--- config.mk ---
export PLATFORM = sky130hd
export DESIGN_NAME = clk_div_prog
export DESIGN_NICKNAME = d
export VERILOG_FILES = /design/src/rtl/clk_div_prog.sv
export SDC_FILE = /design/constraint.sdc
export NUM_CORES = 1
export LEC_CHECK = 0
export ABC_AREA = 1
export CAP_MARGIN = 20
export CORE_ASPECT_RATIO = 0.5
export CORE_MARGIN = 5
export CORE_UTILIZATION = 47
export DETAILED_ROUTE_END_ITERATION = 16
export PLACE_DENSITY = 0.7
export SLEW_MARGIN = 40
export SYNTH_ARGS = -nofsm -noshare
export SYNTH_HDL_FRONTEND = slang
export SYNTH_SLANG_ARGS = --single-unit
--- constraint.sdc ---
create_clock -name clk -period 3.8 [get_ports clk]
set_input_delay 0.76 -clock clk [delete_from_list [all_inputs] [get_ports clk]]
set_output_delay 0.76 -clock clk [all_outputs]
set_load 0.1 [all_outputs]
--- src/rtl/clk_div_prog.sv ---
// Programmable integer divider: clk_out/tick/ratio_ack are registered next-state decodes, 1 cycle after enable.
// No backpressure; ratio changes and stops take effect only at period boundaries.
module clk_div_prog #(
  parameter int CNT_W       = 8,
  parameter int DEFAULT_DIV = 4
) (
  input  logic             clk,
  input  logic             reset_n,
  input  logic             enable,
  input  logic [CNT_W-1:0] div_ratio,
  input  logic             load,
  output logic             clk_out,
  output logic             tick,
  output logic             ratio_ack,
  output logic             running
);

  typedef enum logic [1:0] {IDLE, RUN, DRAIN} state_t;

  localparam logic [CNT_W-1:0] DEF_RATIO = CNT_W'(DEFAULT_DIV);

  state_t           state, state_nxt;
  logic [CNT_W-1:0] cnt, cnt_nxt;
  logic [CNT_W-1:0] active, active_nxt;
  logic [CNT_W-1:0] shadow, shadow_nxt;
  logic             pending, pending_nxt;
  logic [CNT_W-1:0] ratio_clamped, ratio_eff, half_nxt;
  logic             apply, terminal;
  logic             clk_out_nxt, tick_nxt, ack_nxt;

  assign ratio_clamped = (div_ratio < CNT_W'(2)) ? CNT_W'(2) : div_ratio;
  // A load in the same cycle as a boundary is used directly, not via the shadow.
  assign ratio_eff     = load ? ratio_clamped : shadow;
  assign terminal      = (cnt == active - CNT_W'(1));
  assign running       = (state != IDLE);

  always_ff @(posedge clk or negedge reset_n) begin
    if (!reset_n) begin
      state     <= IDLE;
      cnt       <= '0;
      active    <= DEF_RATIO;
      shadow    <= DEF_RATIO;
      pending   <= 1'b0;
      clk_out   <= 1'b0;
      tick      <= 1'b0;
      ratio_ack <= 1'b0;
    end else begin
      state     <= state_nxt;
      cnt       <= cnt_nxt;
      active    <= active_nxt;
      shadow    <= shadow_nxt;
      pending   <= pending_nxt;
      clk_out   <= clk_out_nxt;
      tick      <= tick_nxt;
      ratio_ack <= ack_nxt;
    end
  end

  always_comb begin
    state_nxt = state;
    cnt_nxt   = cnt;
    apply     = 1'b0;
    case (state)
      IDLE: begin
        if (enable) begin
          state_nxt = RUN;
          cnt_nxt   = '0;
          apply     = 1'b1;
        end
      end
      RUN, DRAIN: begin
        if (terminal) begin
          cnt_nxt = '0;
          if (enable) begin
            state_nxt = RUN;
            apply     = 1'b1;
          end else begin
            state_nxt = IDLE;
          end
        end else begin
          cnt_nxt   = cnt + CNT_W'(1);
          state_nxt = enable ? RUN : DRAIN;
        end
      end
      default: begin
        state_nxt = IDLE;
        cnt_nxt   = '0;
      end
    endcase
    active_nxt  = apply ? ratio_eff : active;
    shadow_nxt  = load ? ratio_clamped : shadow;
    pending_nxt = apply ? 1'b0 : (load | pending);
  end

  // ceil(active/2) without needing an extra bit for active+1.
  always_comb begin
    half_nxt    = (active_nxt >> 1) + CNT_W'(active_nxt[0]);
    clk_out_nxt = (state_nxt != IDLE) && (cnt_nxt < half_nxt);
    tick_nxt    = (state_nxt != IDLE) && (cnt_nxt == active_nxt - CNT_W'(1));
    ack_nxt     = apply && (pending || load);
  end

endmodule

==> metrics <==
Worst path slowest cell dfrtp_1; wire per inst 12.5 um; Worst Path Arrival 3.67 ns; Ys Warns 0; skew final roughly 0.0067 ns; flop2flop setup slack 0.30 ns; Worst-path clk slew roughly 0.070 ns; initial antenna violation count 0; type of the worst setup path flop to flop; min Tclk post-route 3.50 ns; pin count of the biggest net entering global routing 31; syn nets roughly 360; status complete, no violations; Core Region slightly below 5000 um2; max incr delay on CP 0.51 ns; Mapped Area 2300 um2; # Max-Cap Violations 0; sequential area share after synthesis 0.327; commonest non-fill, non-tap cell in the layout nand2_1; leakage power approximately 1.4 nW; CP Launch Type flop; Final Setup Violations 0; Pre-antenna DRT Iters 5; Peak Freq 0.286 GHz; Slew HR 0.644; nets 383; DIE HEIGHT 59.5 um; RSZ-0062 raised after global routing false; worst skew pair latency a little under 0.3 ns; peak supply drop 0.279 mV; IO buf count 15; Post-CTS Setup Bufs 0; post-route ant nets 0; Least-Margin Pin Slew 0.532 ns; clk sink count 30; number of H-tree levels 2; number of global-route vias before repair ~2100; # diodes 0; cell repeated most along the worst path nand2_1; WP buf/inv 3; clk buf depth 2; final hold vios 0; hpwl dp 4340 um; Num CTS Buffers 5; CTS tree done; via count roughly 2100; Fin Setup TNS 0 ns; Worst Path Required 3.97 ns; grt total ovfl 0; period utilization 0.921; post-synthesis sequential element count 30; commonest non-fill, non-tap cells in the layout 104 x nand2_1, 48 x inv_1, 31 x nor2_1, 28 x dfrtp_1, 25 x nand3_1; mean cell area of the mapped netlist 6.91 um2; CP cell instances inv_2, ha_1, inv_1, nand2_1, nand2_1, nand2_1, nand2_1, nand3_2, nor2_2, nand3_2, nand2_4, nand2_4, o21ai_2, inv_1, ha_1, ha_1, nand3_1, nor3_2, xor2_1, ha_1, nand2_1, o211ai_1, a21oi_1; design area 2630 um2; crit-path leading delay family simple AND/OR/NAND/NOR gates; Die ar. 6480 um2; CP endpoint kind flop; share of post-route cells with drive strength above 1 0.120; Avg Vias per Cell 4.90; Hold-fix buffers, CTS 0; Distinct cells, synth 32; first-pass GRT wire length 9370 um; worst hold path class flop to flop; row count 18; PwrDens between 700 and 800 nW/um2; Starting Density 0.477; CTS resizes 0; area delta synth->final 14.2%; # IOs 16; DR iter-0 viols ~110; Slew Limit Fails 0; All-Layer GR Usage 0.188; residual DRC count 0; routability congestion estimate 0.881; Die W approximately 110 um; Cell Area, Placed roughly 2500 um2; worst-path maximum fanout 9; Detailed Route WL 5340 um; Post-Synthesis Cells roughly 330; CTS root buf clkbuf_8
synthesized netlist by cell type:
cell	n	share of area
nand2_4	3	0.015
nand3_2	3	0.013
and3_1	1	0.0027
nand3b_1	3	0.0098
nor2_2	2	0.0054
nand2_1	104	0.17
dfstp_2	2	0.023
clkinv_2	1	0.0022
inv_1	48	0.078
a221oi_1	1	0.0038
o21bai_1	1	0.0033
inv_2	3	0.0049
nand3_1	25	0.054
ha_1	14	0.076
nor2_1	31	0.051
xor2_1	10	0.038
o21ai_2	4	0.015
dfrtp_1	28	0.30
or2_2	2	0.0054
a21oi_1	9	0.020
o21ai_1	3	0.0065
nor2_4	1	0.0049
xnor2_1	5	0.019
nand2_2	6	0.016
buf_6	1	0.0049
clkbuf_1	1	0.0016
nor3_2	1	0.0044
o211ai_1	1	0.0033
a22oi_1	1	0.0033
nand4_1	3	0.0082
o21ai_0	14	0.030
nor4_1	1	0.0027
sequential cells by signal, indices dropped and copies added, names as in the netlist:
signal	cells
shadow	8
tick	1
active	8
clk_out	1
state	2
cnt	8
ratio_ack	1
pending	1
metal layers:
metal / part of all wire / GRT usage
met4: 0.014 / 0.0647
met2: 0.44 / 0.299
met1: 0.49 / 0.255
met5: 0 / 0
met3: 0.061 / 0.0413
worst register-to-register path, cell delays in order (launching register included):
cell and delay, ns:
dfrtp_1 0.51, inv_2 0.12, ha_1 0.26, inv_1 0.07, nand2_1 0.06, nand2_1 0.06
nand2_1 0.04, nand2_1 0.08, nand3_2 0.08, nor2_2 0.14, nand3_2 0.11, nand2_4 0.13
nand2_4 0.12, o21ai_2 0.18, inv_1 0.09, ha_1 0.20, ha_1 0.21, nand3_1 0.13
nor3_2 0.05, xor2_1 0.15, ha_1 0.28, nand2_1 0.06, o211ai_1 0.17, a21oi_1 0.06
cells by family (layout without fill, tap and decap cells):
logic type,after synthesis,in the layout,share of synthesized area
AOI/OAI and AO/OA,34,34,0.0854
xor gates and xnor gates,15,15,0.0571
adders and majority gates,14,14,0.0761
buffers and inverters,54,79,0.0919
DFF,30,30,0.327
and+or+nand+nor,186,186,0.362
final timing paths:
path	startpoint	end	depth (start not counted)
min in group asynchronous	reset_n	ratio_ack	2
min reg2reg	shadow[3]	shadow[3]	2
max reg2reg	active[0]	clk_out	23
max in group asynchronous	reset_n	shadow[2]	2
max	active[0]	clk_out	23
min	shadow[3]	shadow[3]	2
where the power goes:
part           switching (mW)  leakage (nW)  internal (mW)
Combinational           0.838         0.956          0.401
Sequential             0.0902         0.366          0.410
Clock                   0.128        0.0482          0.146
Total                    1.06          1.37          0.957
metrics by stage:
stage | worst slack [ns] | std cells | hold WS, ns | util | power [mW]
6_report | 0.300 | 428 | 0.483 | 0.545 | 2.01
5_1_grt | 0.0217 | 428 | 0.543 | 0.545 | 2.18
4_1_cts | 0.309 | 428 | 0.485 | 0.545 | 2.01
3_5_place_dp | 0.321 | 420 | 0.468 | 0.526 | 1.73
3_3_place_gp | 0.374 | 420 | 0.464 | 0.529 | 1.71
2_1_floorplan | 0.655 | 333 | 0.439 | - | 1.45
layout make-up:
type	instances	area, um2
fill	480	2190
clock buffer	7	86.3
timing repair buffer	19	163
multi-input combinational	249	1340
tap	70	87.6
clock inverter	1	5.00
inverter	52	196
sequential	30	753
Power figures use the tool's default switching activity.
